**src/rtl/rom_uart_loader.sv**
```systemverilog
// Boot loader: parses a framed program image from the UART byte stream
// and writes it word by word into the instruction ROM.
module rom_uart_loader #(
  parameter logic [31:0] ADDR_BASE   = 32'h0000_0000,
  parameter int          MAX_WORDS   = 512,
  parameter int          TIMEOUT_CYC = 1000000
) (
  input  logic        clk,
  input  logic        rst,
  input  logic        rx_valid_i,
  input  logic [7:0]  rx_data_i,
  output logic        rom_we_o,
  output logic [31:0] rom_addr_o,
  output logic [31:0] rom_data_o,
  output logic        halt_o,
  output logic        done_o,
  output logic        err_o,
  output logic [1:0]  err_code_o
);

  localparam int TW = $clog2(TIMEOUT_CYC + 1);
  localparam logic [7:0] MAGIC = 8'hA5;

  typedef enum logic [2:0] {
    IDLE, LEN_LO, LEN_HI, DATA, CSUM, ERR
  } state_t;

  state_t        state_q, state_d;
  logic [15:0]   cnt_q, cnt_d;
  logic [15:0]   widx_q, widx_d;
  logic [1:0]    bidx_q, bidx_d;
  logic [23:0]   buf_q, buf_d;
  logic [7:0]    csum_q, csum_d;
  logic [TW-1:0] tmr_q, tmr_d;
  logic          we_q, we_d;
  logic [31:0]   addr_q, addr_d;
  logic [31:0]   data_q, data_d;
  logic          halt_q, halt_d;
  logic          done_q, done_d;
  logic          err_q, err_d;
  logic [1:0]    code_q, code_d;

  logic          active;
  logic [15:0]   len;
  logic [15:0]   widx_inc;

  assign active   = (state_q == LEN_LO) || (state_q == LEN_HI) ||
                    (state_q == DATA) || (state_q == CSUM);
  assign len      = {rx_data_i, cnt_q[7:0]};
  assign widx_inc = widx_q + 16'd1;

  // Next-state and next-output logic; every output is registered below
  always_comb begin
    state_d = state_q;
    cnt_d   = cnt_q;
    widx_d  = widx_q;
    bidx_d  = bidx_q;
    buf_d   = buf_q;
    csum_d  = csum_q;
    tmr_d   = tmr_q;
    we_d    = 1'b0;
    addr_d  = addr_q;
    data_d  = data_q;
    halt_d  = halt_q;
    done_d  = done_q;
    err_d   = err_q;
    code_d  = code_q;

    if (rx_valid_i || !active) begin
      tmr_d = '0;
    end else if (tmr_q == TW'(TIMEOUT_CYC - 1)) begin
      tmr_d   = '0;
      state_d = ERR;
      err_d   = 1'b1;
      code_d  = 2'd3;
    end else begin
      tmr_d = tmr_q + 1'b1;
    end

    if (rx_valid_i) begin
      unique case (state_q)
        IDLE, ERR: begin
          if (rx_data_i == MAGIC) begin
            state_d = LEN_LO;
            halt_d  = 1'b1;
            done_d  = 1'b0;
            err_d   = 1'b0;
            code_d  = 2'd0;
            csum_d  = '0;
            widx_d  = '0;
            bidx_d  = '0;
          end
        end
        LEN_LO: begin
          cnt_d[7:0] = rx_data_i;
          state_d    = LEN_HI;
        end
        LEN_HI: begin
          cnt_d[15:8] = rx_data_i;
          if (len == 16'd0 || len > 16'(MAX_WORDS)) begin
            state_d = ERR;
            err_d   = 1'b1;
            code_d  = 2'd1;
          end else begin
            state_d = DATA;
          end
        end
        DATA: begin
          csum_d = csum_q + rx_data_i;
          bidx_d = bidx_q + 2'd1;
          buf_d  = {rx_data_i, buf_q[23:8]};
          if (bidx_q == 2'd3) begin
            we_d   = 1'b1;
            addr_d = ADDR_BASE + {14'd0, widx_q, 2'b00};
            data_d = {rx_data_i, buf_q};
            widx_d = widx_inc;
            if (widx_inc == cnt_q) state_d = CSUM;
          end
        end
        CSUM: begin
          if (rx_data_i == csum_q) begin
            state_d = IDLE;
            done_d  = 1'b1;
            halt_d  = 1'b0;
          end else begin
            state_d = ERR;
            err_d   = 1'b1;
            code_d  = 2'd2;
          end
        end
        default: state_d = IDLE;
      endcase
    end
  end

  // State and output registers with synchronous reset
  always_ff @(posedge clk) begin
    if (rst) begin
      state_q <= IDLE;
      cnt_q   <= '0;
      widx_q  <= '0;
      bidx_q  <= '0;
      buf_q   <= '0;
      csum_q  <= '0;
      tmr_q   <= '0;
      we_q    <= 1'b0;
      addr_q  <= '0;
      data_q  <= '0;
      halt_q  <= 1'b0;
      done_q  <= 1'b0;
      err_q   <= 1'b0;
      code_q  <= '0;
    end else begin
      state_q <= state_d;
      cnt_q   <= cnt_d;
      widx_q  <= widx_d;
      bidx_q  <= bidx_d;
      buf_q   <= buf_d;
      csum_q  <= csum_d;
      tmr_q   <= tmr_d;
      we_q    <= we_d;
      addr_q  <= addr_d;
      data_q  <= data_d;
      halt_q  <= halt_d;
      done_q  <= done_d;
      err_q   <= err_d;
      code_q  <= code_d;
    end
  end

  assign rom_we_o   = we_q;
  assign rom_addr_o = addr_q;
  assign rom_data_o = data_q;
  assign halt_o     = halt_q;
  assign done_o     = done_q;
  assign err_o      = err_q;
  assign err_code_o = code_q;

endmodule

```
**config.mk**
```make
export PLATFORM = sky130hd
export DESIGN_NAME = rom_uart_loader
export DESIGN_NICKNAME = d
export VERILOG_FILES = /design/src/rtl/rom_uart_loader.sv
export SDC_FILE = /design/constraint.sdc
export NUM_CORES = 1
export LEC_CHECK = 0
export BUFFER_PORTS_ARGS = -buffer_cell sky130_fd_sc_hd__buf_2
export CAP_MARGIN = 15
export CORE_MARGIN = 5
export CORE_UTILIZATION = 58
export CTS_CLUSTER_DIAMETER = 40
export DETAILED_ROUTE_END_ITERATION = 6
export PLACE_DENSITY = 0.8
export SLEW_MARGIN = 20
export SYNTH_ARGS = -nofsm -noshare
export SYNTH_HDL_FRONTEND = slang
export SYNTH_SLANG_ARGS = --single-unit
export TNS_END_PERCENT = 5
```
**constraint.sdc**
```tcl
create_clock -name clk -period 3.25 [get_ports clk]
set_clock_uncertainty 0.2 [all_clocks]
set_input_delay 0.975 -clock clk [delete_from_list [all_inputs] [get_ports clk]]
set_output_delay 0.975 -clock clk [all_outputs]
set_load 0.02 [all_outputs]
```
==> results.md, run 1 <==
Routing:
- The count of nets left with antenna violations after detail routing is 0.
- For this block, the routed nets add up to around 16000 um of wire.
- After detailed routing, the average wire length per cell comes to roughly 16 um.
- The first TritonRoute pass finished after 5 iterations.
- The initial detailed-routing violation count is 646.
- The remaining routing DRC violations is 0.
- The routed layout has 5848 vias.
- The vias per cell is about 5.7.

Floorplan:
- 81 I/O pins were placed.
- The die extent in y is between 100 and 150 um.
- The initial core utilization is roughly three fifths.
- The area of the core region is 0.01094 mm2.
- The die is 116.1 um wide.
- The die area is around 0.013 mm2.
- The floorplan has 38 rows.

Run:
- The tool flagged a number of max-cap violations equal to 0.

Synth:
- The count of mapped cells out of synthesis is about 810.
- In the synthesized netlist the dominant register cell turns out to be sky130_fd_sc_hd__dfxtp_1.
- The average instance in the mapped netlist occupies 8.042 um2.
- Yosys printed 0 warnings.
- The netlist uses 60 different library cells.
- The cell area that synthesis handed to floorplanning was 0.006530 mm2.
- The count of flip-flops with a built-in enable after synthesis is 0.
- Of all cell types, the one taking the most synthesized area is sky130_fd_sc_hd__dfxtp_1.
- After synthesis, flip-flops and latches occupy ~44% of the total area.
- The share of flip-flops with an asynchronous set or reset is 0%.
- The most common cell in the netlist is sky130_fd_sc_hd__nand2_1.
- In the post-synthesis netlist, the biggest area contributors are sky130_fd_sc_hd__dfxtp_1, sky130_fd_sc_hd__nand2_1, sky130_fd_sc_hd__a21oi_1.
- Synthesis inferred 143 register bits.
- The synthesized design devotes to its leading area cell type 43.84% of total area.
- The commonest cells after synthesis are sky130_fd_sc_hd__nand2_1, sky130_fd_sc_hd__dfxtp_1, sky130_fd_sc_hd__a21oi_1.

Worst setup path:
- Data on the critical path arrives at its endpoint at roughly 3100 ps.
- The biggest cell delay along the critical path is around 580 ps.
- The worst setup path is captured at a flop.
- The critical path in this run is classified as reg2reg.
- The family with the most delay on the worst path is compound AO/OA/AOI/OAI gates.
- Along the worst path, the maximum fanout reaches 5.
- The number of buffer and inverter instances along the worst setup path is 0.
- The critical path goes through ha_1 > nand3_1 > or4_1 > a21boi_0 > nor3_1 > o311ai_1 > a2111o_1 > o31a_1.
- The library cell contributing the largest single delay on the critical path is sky130_fd_sc_hd__or4_1.
- The worst path required time is approximately 3400 ps.
- The startpoint kind of the worst setup timing path is a flop.

Clock tree:
- Buffers inserted during clock tree synthesis total 17.
- The source-to-sink clock delay at the later pin of the worst-skew pair is ~420 ps.
- The buffer levels on the longest clock path is 2.
- The clock transition at the register clock pins on the worst setup and hold paths after CTS is around 60 ps.
- The number of instances resized during post-cts repair is 0.
- The clock tree synthesis step divided the H-tree into 4 levels.
- The number of hold buffers added after CTS was 0.
- Counting every sink on the clock net gives approximately 140.
- The CTS root buffer is sky130_fd_sc_hd__clkbuf_16.
- The TritonCTS clock tree is done.
- Once the clock tree was built, the setup fixing pass inserted 0 buffers.

GRT:
- The via count of the first global-routing pass is 5473.
- The initial antenna violation count is 0.
- The maximum number of pins on one net before global-route repair is slightly above 70.
- The remaining global-route overflow is 0.
- The first-pass GRT wire length is 26280 um.
- The global-route total usage across every layer is between 20% and 30%.

Placed design:
- The number of port buffers is 64.
- The congestion estimate from routability-driven global placement came to ~0.88.
- Timing analysis after detailed placement gives a worst setup slack of approximately 62 ps.
- Once placement completed, the tool counted placed cells totaling about 990.
- Summed over all nets, the half-perimeter wirelength after detailed placement is approximately 11000 um.

Power and ir drop:
- The relative contribution of the clock network to total power is about half.
- The maximum vdd drop is about 0.41 mV.
- The internal power of the cells is a little under 0.003 W.
- The post-layout total power is 0.003704 W.
- The total leakage power is 2.860 nW.
- Of the total power, the share spent switching nets is between 20 and 25%.
- The share of total power in sequential cells is 47.4%.
- In this run, the combinational gates consume around 2.5% of the power.
- The net switching power is 0.0007993 W.
- Dividing total power by cell area gives a power density of ~500 mW/mm2.

Final layout:
- The number of fill cells in the layout is 886.
- In the final layout, the share of cells above drive strength 1 is around 15%.
- The repair_antennas step left the layout with diodes totalling 0.
- The multi-input gate area in the final layout is about 0.0034 mm2.
- The finished layout holds between 1000 and 1500 standard cells, fillers aside.
- The signed area change from the synthesized netlist to the final layout is 14.91%.
- The net count of the finished layout is 887.
- The area taken by flip-flops and latches is approximately 0.0029 mm2.

STA:
- Setup violations remaining at the end of the flow were counted as 0.
- The worst path meets setup with between 200 and 250 ps of slack.
- The number of failing hold endpoints at the final stage is 0.
- The minimum clock period is approximately 3000 ps.
- The accumulated negative setup slack is 0 ps.
- The slew at the pin with the worst max-slew slack is around 980 ps.
- The final critical-path share of the clock period is between 90 and 100%.
- The count of pins over their slew limit was 0.
- Static timing analysis puts the maximum clock frequency at approximately 0.33 GHz.
- Setup repair after global routing left no endpoint under its margin.
- In this run the tightest slew margin relative to its limit is 34.28%.

Outcome:
- The flow ran to the end, and the final reports show no timing, DRC or antenna violations.

Worst hold path:
- The class of the most critical hold timing path is reg2reg.
power by group through the flow:
stage,clock network (W),logic (W),registers (W)
detailed placement,0,0.0000896,0.00179
global route,0.00196,0.0000987,0.00175
CTS,0.00188,0.0000898,0.00175
floorplan,0,0.0000754,0.00179
global placement,0,0.0000876,0.00179
finish,0.00186,0.0000919,0.00175
tightest hold or removal path, stage by stage (launching register included):
cell and delay [ps]:
sky130_fd_sc_hd__dfxtp_1 300, sky130_fd_sc_hd__nand2_1 50, sky130_fd_sc_hd__a21oi_1 50
layout make-up:
| class | count | area share [%] |
|---|---|---|
| multi-input combinational | 610 | 45.11 |
| sequential | 143 | 38.15 |
| clock buffer | 23 | 6.503 |
| timing repair buffer | 85 | 6.403 |
| tap | 140 | 2.334 |
| clock inverter | 9 | 1.101 |
| inverter | 8 | 0.4002 |
path summary, 6_finish.rpt:
path                                                  start  slack (ps)                     endpoint  depth (start not counted)
worst max register to register       widx_q[1]$_SDFFE_PP0P_         250        state_q[1]$_SDFF_PP0_                          8
worst max-delay path                 widx_q[1]$_SDFFE_PP0P_         250        state_q[1]$_SDFF_PP0_                          8
worst min register to register  rom_addr_o[13]$_SDFFE_PP0P_         250  rom_addr_o[13]$_SDFFE_PP0P_                          2
worst min-delay path            rom_addr_o[13]$_SDFFE_PP0P_         250  rom_addr_o[13]$_SDFFE_PP0P_                          2
layer usage:
metal | part of all wire [%] | track usage, % | up-vias | wire length [um]
met3 | 5.6 | 5.803 | 32 | 894
met5 | 0 | 0 | - | 0
li1 | - | - | 2838 | -
met4 | 2.2 | 9.745 | 0 | 357
met2 | 48 | 39.05 | 194 | 7605
met1 | 44 | 31.99 | 2784 | 7011
kinds of logic after synthesis:
family,synth area share (%)
compound gates,13.45
mux,2.932
flops,43.84
simple gates,26.00
fa+ha+maj,2.223
buf+inv,5.327
xor+xnor,6.170
other cells,0.05743
registers in the layout, indices dropped and copies added, names as in the netlist:
| name | count |
|---|---|
| err_o | 1 |
| rom_addr_o | 16 |
| buf_q | 24 |
| tmr_q | 20 |
| bidx_q | 2 |
| cnt_q | 16 |
| rom_we_o | 1 |
| state_q | 3 |
| csum_q | 8 |
| widx_q | 16 |
| halt_o | 1 |
| err_code_o | 2 |
| rom_data_o | 32 |
| done_o | 1 |
cell usage in the layout, fill, tap and decap left out, types with 7 or more instances in the layout:
cell type,instances
sky130_fd_sc_hd__nand2b_1,7
sky130_fd_sc_hd__and3_1,13
sky130_fd_sc_hd__clkbuf_16,17
sky130_fd_sc_hd__nor2_1,81
sky130_fd_sc_hd__nand3_1,19
sky130_fd_sc_hd__xor2_1,20
sky130_fd_sc_hd__nor3_1,15
sky130_fd_sc_hd__xnor2_1,26
sky130_fd_sc_hd__a22oi_1,9
sky130_fd_sc_hd__dfxtp_1,143
sky130_fd_sc_hd__or3_1,8
sky130_fd_sc_hd__a21oi_1,100
sky130_fd_sc_hd__mux2i_1,18
sky130_fd_sc_hd__inv_1,8
sky130_fd_sc_hd__ha_1,10
sky130_fd_sc_hd__nand2_1,165
sky130_fd_sc_hd__buf_2,63
sky130_fd_sc_hd__buf_4,22
sky130_fd_sc_hd__conb_1,16
sky130_fd_sc_hd__nand4_1,8
sky130_fd_sc_hd__o21ai_0,13
metrics by stage:
| stage | utilization, % | hold WS, ps | instance area, um2 |
|---|---|---|---|
| 2_1_floorplan | - | 225.8 | 6586 |
| 3_3_place_gp | 63.40 | 240.0 | 6933 |
| 3_5_place_dp | 63.40 | 243.7 | 6933 |
| 4_1_cts | 68.62 | 251.7 | 7503 |
| 5_1_grt | 68.62 | 268.0 | 7503 |
| 6_report | 68.62 | 248.9 | 7503 |
Power figures use the tool's default switching activity.
==> inputs of run 2 (changes only) <==
Settings changed: CORE_ASPECT_RATIO from default to 0.7.
==> results.md, run 2 (synthesis gave the netlist of run 1 again) <==
Final layout:
- The signed area change from the synthesized netlist to the final layout is 15.77%.
- In the layout the commonest cells are sky130_fd_sc_hd__nand2_1, sky130_fd_sc_hd__dfxtp_1, sky130_fd_sc_hd__a21oi_1.
- Leaving out fill and tap cells, the most frequent cell in the layout is sky130_fd_sc_hd__nand2_1.
- The final standard cell area without fillers is around 0.0076 mm2.
- At the end of the flow the core is filled with cells to about 69%.
- The fraction of layout cells with a size suffix above 1 is 14.81%.
- The post-layout net count is between 800 and 900.
- The repair_antennas step left the layout with diodes totalling 0.
- The number of flip-flops under the largest register name is 32.

Floorplan:
- The initial core utilization is between 50 and 60%.
- From left edge to right edge, the die measures between 100 and 150 um.
- The standard-cell row count is 32.
- After floorplanning, the core was sized to cover between 0.01 and 0.015 mm2.
- The die extent in y is a little under 100 um.
- The floorplan step defined a die boundary enclosing around 0.014 mm2.
- The number of I/O pins is 81.

GRT:
- The initial antenna violation count is 0.
- The remaining global-route overflow is 0.
- The via count of the first global-routing pass came to roughly 5400.
- The first-pass GRT wire length is 27080 um.
- The maximum number of pins on one net before global-route repair is slightly above 80.
- The global-route total usage across every layer is between 20% and 30%.

Clock tree:
- The root buffer cell chosen for the clock tree is sky130_fd_sc_hd__clkbuf_16.
- After clock tree synthesis, the clock-pin slew on the worst setup and hold paths is about 60 ps.
- TritonCTS built the clock tree.
- Once the clock tree was built, the resizer swapped 0 gates to a different size.
- In this run the number of H-tree levels came out at 4.
- The longest clock path from root to sink contains 2 buffers.
- The source-to-sink clock delay at the later pin of the worst-skew pair is 420 ps.
- The number of hold-repair buffers added at the cts stage is 0.
- The clock net in this run drives a total of 143 sinks.
- Once the clock tree was built, the setup fixing pass inserted 0 buffers.
- In this run, CTS created clock tree buffers numbering 17.

STA:
- The final worst hold slack is 249.9 ps.
- Counting I/O delays and the setup requirement, the final critical path takes approximately 3000 ps.
- The number of failing hold endpoints at the final stage was 0.
- The count of pins over their slew limit is 0.
- The worst pin sits at a relative slew slack of 29.98%.
- The peak clock frequency supported by timing is around 0.33 GHz.
- The final worst setup slack is approximately 260 ps.
- For the pin with the worst max-slew slack, the measured transition is between 1000 and 1500 ps.
- The final critical-path share of the clock period is roughly 92%.
- The accumulated negative setup slack is 0 ps.
- Setup repair after global routing left no endpoint under its margin.
- The number of endpoints failing setup at the final stage is 0.

Power and ir drop:
- The power per cell area is 499.1 mW/mm2.
- The internal power of the cells is between 0.002 and 0.003 W.
- The analysis attributes to net switching a power of 0.0008956 W.
- In this run, the clock network consumes 51.1% of the power.
- Per report_power, the combinational group accounts for 2.4% of the total.
- Registers are responsible for 46.5% of the overall power.
- IR analysis of the VDD net gives a maximum drop of between 0.4 and 0.5 mV.
- Of the total power, the share spent switching nets is 23.74%.
- The total leakage power is ~2.9 nW.

Worst setup path:
- The arrival time at the worst endpoint is 3100 ps.
- The family with the most delay on the worst path is simple AND/OR/NAND/NOR gates.
- The cell depth of the worst flop-to-flop path is 7.
- The launching point of the worst reg2reg path is widx_q[8]$_SDFFE_PP0P_.
- STA classifies the critical path startpoint as a flop.
- On the worst path, the slowest cell contributes a delay of ~630 ps.
- The endpoint of the worst-slack reg-to-reg timing path is state_q[1]$_SDFF_PP0_.
- The number of buffer and inverter instances along the worst setup path is 0.
- The total number of cells along the worst setup path is 7.
- The critical path class is reg2reg.
- The timing endpoint of the critical path is state_q[1]$_SDFF_PP0_.
- The source of the critical timing path is widx_q[8]$_SDFFE_PP0P_.
- The category of the worst setup path capture point is a flop.
- On the critical path, the stage with the largest delay is an instance of sky130_fd_sc_hd__or4_1.
- The setup slack of the worst register-to-register path is between 200 and 300 ps.
- The top fanout value on the critical path is 8.
- The signal on the critical path passes through nand4_1 > or4_1 > a21boi_0 > nor3_1 > o311ai_1 > a2111o_1 > o31a_1.
- At the worst endpoint, the required time is approximately 3400 ps.

Run:
- The number of violations of the max-capacitance limit is 0.

Routing:
- The initial detailed-routing violation count is ~630.
- After detailed routing, the number of vias per cell comes to 5.664.
- The routed layout has 5840 vias.
- The remaining routing DRC violations is 0.
- The number of iterations in the first detailed-routing pass is 5.
- Wires add up to 16330 um.
- The count of nets left with antenna violations after detail routing is 0.
- The routed length per instance is about 16 um.

Placed design:
- Timing analysis after detailed placement gives a worst setup slack of approximately 33 ps.
- The placed wire-length estimate after detailed placement is between 10000 and 15000 um.
- The global placer's final weighted congestion is between 0.9 and 1.
- The instance area after placement is roughly 0.0070 mm2.
- The number of port buffers is 64.

Worst hold path:
- The min-delay analysis places its worst path in the category reg2reg.

Outcome:
- The flow ran to the end, and the final reports show no timing, DRC or antenna violations.
-- run 2: cell count changes in the layout (fill, tap and decap cells not counted), sizes merged --
cell | before | now
clkinv | 5 | 3
inv | 9 | 17
clkinvlp | 2 | 1
clkbuf | 23 | 18
-- run 2: metrics by stage --
step / power [W] / cells
2_1_floorplan: 0.001868 / 827
3_3_place_gp: 0.001881 / 999
3_5_place_dp: 0.001883 / 999
4_1_cts: 0.003789 / 1031
5_1_grt: 0.003887 / 1031
6_report: 0.003773 / 1031
-- run 2: metal layers --
layer | up-vias | GRT usage (%) | part of all wire (%)
met1 | 2750 | 37.25 | 48
met5 | - | 0 | 0
met3 | 27 | 5.408 | 7.0
met4 | 0 | 7.132 | 1.3
li1 | 2844 | - | -
met2 | 219 | 35.65 | 43
-- run 2: cell type report --
class | count | area (um2)
multi-input cells | 610 | 3385
flip-flops and latches | 143 | 2863
inverters | 8 | 30.03
clock buffers | 18 | 439.2
repair buffers | 85 | 505.5
well taps | 153 | 191.4
fillers | 871 | 3451
clock inverters | 14 | 146.4
-- run 2: worst reg2reg max path: stages, from the launching register on --
cell                       delay [ps]
sky130_fd_sc_hd__dfxtp_1          480
sky130_fd_sc_hd__nand4_1          250
sky130_fd_sc_hd__or4_1            630
sky130_fd_sc_hd__a21boi_0         160
sky130_fd_sc_hd__nor3_1           240
sky130_fd_sc_hd__o311ai_1         150
sky130_fd_sc_hd__a2111o_1         500
sky130_fd_sc_hd__o31a_1           270
-- run 2: how the worst min path moves through the flow --
| stage | from | slack, ps | cells after the start | to |
|---|---|---|---|---|
| 2_1_floorplan | tmr_q[0]$_SDFF_PP0_ | 230 | 1 | tmr_q[0]$_SDFF_PP0_ |
| 3_3_place_gp | tmr_q[0]$_SDFF_PP0_ | 240 | 1 | tmr_q[0]$_SDFF_PP0_ |
| 3_5_place_dp | rom_addr_o[5]$_SDFFE_PP0P_ | 240 | 2 | rom_addr_o[5]$_SDFFE_PP0P_ |
| 4_1_cts | rom_addr_o[5]$_SDFFE_PP0P_ | 250 | 2 | rom_addr_o[5]$_SDFFE_PP0P_ |
| 5_1_grt | rom_data_o[31]$_SDFFE_PP0P_ | 270 | 2 | rom_data_o[31]$_SDFFE_PP0P_ |
| 6_report | rom_addr_o[5]$_SDFFE_PP0P_ | 250 | 2 | rom_addr_o[5]$_SDFFE_PP0P_ |
-- run 2: power by group through the flow --
stage               clock, W  combinational, W  sequential (W)
finish               0.00193         0.0000924         0.00175
floorplan                  0         0.0000754         0.00179
global route         0.00203          0.000102         0.00175
detailed placement         0         0.0000908         0.00179
global placement           0         0.0000884         0.00179
CTS                  0.00194         0.0000910         0.00175
==> inputs of run 3 (changes only) <==
Settings changed: ABC_AREA from default to 1.
==> results.md, run 3 <==
Outcome:
- The flow ran to the end, and the final reports show no timing, DRC or antenna violations.

Routing:
- The routed length per instance is 14.24 um.
- Dividing the detail-routed via count by the number of cells gives roughly 5.4.
- The routed metal-1 wire length is between 7000 and 8000 um.
- The via count of the routed design is approximately 6100.
- Detailed routing placed a total of about 1100 um of wire on met3.
- For this block, the routed nets add up to around 16000 um of wire.
- The detail route stage leaves a number of antenna-violating nets equal to 0.
- The detailed router finished its first iteration with slightly above 400 violations.
- The remaining routing DRC violations is 0.
- In the detailed route, the total length drawn on met2 is around 7000 um.
- The top routing layer in use is met4.
- The number of iterations in the first detailed-routing pass is 5.

Synth:
- Sequential elements use ~44% of the synthesized area.
- Yosys instantiated no cell more often than sky130_fd_sc_hd__nand2_1.
- The number of warnings printed during yosys synthesis is 0.
- In the synthesized netlist the dominant register cell turns out to be sky130_fd_sc_hd__dfxtp_1.
- The count of mapped cells out of synthesis is roughly 910.
- Counting flops with a built-in enable in the synthesized netlist gives 0.
- Counting flops and latches in the post-synthesis netlist gives 143.
- The share of flip-flops with an asynchronous set or reset is 0%.
- In this run the cell area of the synthesized design comes to 0.006554 mm2.
- The netlist uses 38 different library cells.
- By area the synthesized netlist is led by sky130_fd_sc_hd__dfxtp_1, sky130_fd_sc_hd__nand2_1, sky130_fd_sc_hd__a21oi_1.
- The average footprint of a synthesized cell is ~7.2 um2.
- The cell type with the highest aggregate area in the netlist is sky130_fd_sc_hd__dfxtp_1.
- Counting instances in the post-synthesis netlist gives the leading cell types as sky130_fd_sc_hd__nand2_1, sky130_fd_sc_hd__dfxtp_1, sky130_fd_sc_hd__nor2_1.
- After synthesis, the largest area contributor takes up a little over two fifths of total cell area.

Floorplan:
- The number of I/O pins is 81.
- The width of the chip is 137.1 um.
- In this run the standard cell core region covers roughly 0.011 mm2.
- The initialized floorplan defines 32 standard-cell rows.
- The die area is ~0.014 mm2.
- The initial core utilization is between 50% and 60%.
- The die extent in y is a little under 100 um.

STA:
- Setup repair after global routing left no endpoint under its margin.
- The number of failing hold endpoints at the final stage is 0.
- The worst slew margin relative to its limit is 59.57%.
- The count of pins over their slew limit came to 0.
- The accumulated negative setup slack is 0 ps.
- Setup violations remaining at the end of the flow were counted as 0.
- On the final layout, the worst hold slack is ~260 ps.
- Static timing analysis puts the maximum clock frequency at 0.3820 GHz.
- Setup slack closes at between 600 and 700 ps.
- The final critical-path share of the clock period is 80.55%.
- The clock period could shrink to 2618 ps.
- The slew at the pin with the worst max-slew slack is 604.7 ps.

Final layout:
- The utilization after layout is 68.00%.
- The number of fill cells in the layout is between 900 and 1000.
- The signed area change from the synthesized netlist to the final layout is 14.66%.
- The post-layout net count is between 900 and 1000.
- 0 antenna diodes ended up in the layout.
- The area taken by flip-flops and latches is 0.002863 mm2.
- The multi-input gate area in the final layout is between 0.003 and 0.004 mm2.
- The library cells used most frequently in the layout, excluding fill and tap cells, are sky130_fd_sc_hd__nand2_1, sky130_fd_sc_hd__dfxtp_1, sky130_fd_sc_hd__nor2_1.
- Cells with a size suffix above 1 make up between 10 and 15% of the layout.
- The most common cell after layout, fill and taps aside is sky130_fd_sc_hd__nand2_1.
- The final standard cell area without fillers is 0.007515 mm2.
- The number of flip-flops under the largest register name is 32.

GRT:
- The remaining global-route overflow is 0.
- The initial antenna violation count came to 0.
- The via count of the first global-routing pass was approximately 5600.
- The first global-routing pass estimated 26650 um of wire.
- Global routing used 24.41% of the available tracks.
- Entering global routing, the biggest net connects 71 pins.

Run:
- The tool flagged a number of max-cap violations equal to 0.

Worst setup path:
- Of all nets on the critical path, the largest fanout is 12.
- The arrival time at the worst endpoint is 2710 ps.
- The startpoint kind of the worst setup timing path is a flop.
- The worst path required time is around 3300 ps.
- By startpoint and endpoint, the worst setup path is classified as reg2reg.
- The category of the worst setup path capture point is a flop.

Placed design:
- In this run the cell area measured after placement is about 0.007 mm2.
- The number of port buffers is 64.
- The post-placement worst setup slack is approximately 290 ps.
- The wire-length estimate of the detail-placed layout is around 11000 um.
- The congestion estimate from routability-driven global placement came to between 0.9 and 1.

Clock tree:
- The post-CTS setup buffer count is 0.
- The clock sink total is between 100 and 150.
- Clock latency on the worst-skew pair, taken at its later pin, is roughly 420 ps.
- Clock tree synthesis selected as its root buffer the cell sky130_fd_sc_hd__clkbuf_16.
- The level count of the clock H-tree is 4.
- The number of hold-repair buffers added at the cts stage is 0.
- No sink is reached through more buffers than the 2 on the longest clock path.
- The number of instances resized during post-cts repair is 0.
- Buffers inserted during clock tree synthesis total 17.
- Clock-pin slew was measured on the worst setup and hold paths at ~60 ps.
- TritonCTS built the clock tree.

Power and ir drop:
- For this design the ratio of total power to cell area is a little under 500 mW/mm2.
- The total leakage power is roughly 3.2 nW.
- The maximum vdd drop is between 0.4 and 0.5 mV.

Worst hold path:
- The class of the most critical hold timing path is reg2reg.
## run 3: cell types whose count changed after synthesis, moves of 18 or more
cell	previous run	this run
sky130_fd_sc_hd__mux2i_1	18	0
sky130_fd_sc_hd__inv_1	8	89
sky130_fd_sc_hd__nand3_1	19	67
sky130_fd_sc_hd__o21ai_0	13	94
sky130_fd_sc_hd__nor2_1	81	105
sky130_fd_sc_hd__xnor2_1	26	0
## run 3: path summary, 6_finish.rpt
kind | start | end | slack, ps | cells after the start
worst max-delay path | widx_q[0]$_SDFFE_PP0P_ | state_q[1]$_SDFF_PP0_ | 630 | 18
worst min-delay path | widx_q[14]$_SDFFE_PP0P_ | widx_q[14]$_SDFFE_PP0P_ | 260 | 2
worst max register to register | widx_q[0]$_SDFFE_PP0P_ | state_q[1]$_SDFF_PP0_ | 630 | 18
worst min register to register | widx_q[14]$_SDFFE_PP0P_ | widx_q[14]$_SDFFE_PP0P_ | 260 | 2
## run 3: metrics by stage
| stage | std cells | power [W] |
|---|---|---|
| after floorplan | 927 | 0.001875 |
| after global placement | 1106 | 0.001898 |
| after detailed placement | 1106 | 0.001898 |
| after CTS | 1138 | 0.003751 |
| after global routing | 1138 | 0.003843 |
| final | 1138 | 0.003734 |
## run 3: kinds of logic after synthesis
family	count (synthesis)	synth area share, %
AO/OA/AOI/OAI	207	16.34
other	1	0.05722
buffers and inverters	147	9.565
flip-flops	143	43.68
adder cells (fa/ha/maj)	11	2.215
XOR/XNOR	11	1.680
AND/OR/NAND/NOR	392	26.46
## run 3: area by class of cell
cell class                 count  share of cell area, %
clock buffer                  18                  5.844
clock inverter                14                  1.732
inverter                      98                  4.895
multi-input combinational    637                  41.53
sequential                   143                  38.10
tap                          153                  2.547
timing repair buffer          75                  5.361
## run 3: power breakdown
group	internal, W	leakage [nW]	switching (W)	total [W]
sequential	0.00175	1.15	0.00000167	0.00176
clock	0.00108	0.266	0.000791	0.00187
combinational	0.0000230	1.83	0.0000836	0.000107
total	0.00286	3.25	0.000876	0.00373
## run 3: critical path: stages, from the launching register on
cell                      delay [ps]
sky130_fd_sc_hd__dfxtp_1         410
sky130_fd_sc_hd__ha_1            240
sky130_fd_sc_hd__nand2_2         100
sky130_fd_sc_hd__nor2_2          400
sky130_fd_sc_hd__nand2_1         150
sky130_fd_sc_hd__nand2_1         110
sky130_fd_sc_hd__nand3_1          70
sky130_fd_sc_hd__nand2_1          80
sky130_fd_sc_hd__nand2_1          50
sky130_fd_sc_hd__nor2_1          110
sky130_fd_sc_hd__nand2_1          60
sky130_fd_sc_hd__nor2_1           80
sky130_fd_sc_hd__nand2_1          80
sky130_fd_sc_hd__nand2_1         100
sky130_fd_sc_hd__nand2_1          60
sky130_fd_sc_hd__nand2_1          50
sky130_fd_sc_hd__nand2_1          40
sky130_fd_sc_hd__nand2_1          50
sky130_fd_sc_hd__a21oi_1          50
## run 3: layer usage
metal	vias to the layer above	GRT usage [%]
li1	3098	-
met1	2802	34.11
met2	211	36.69
met3	31	5.714
met4	0	9.126
met5	-	0
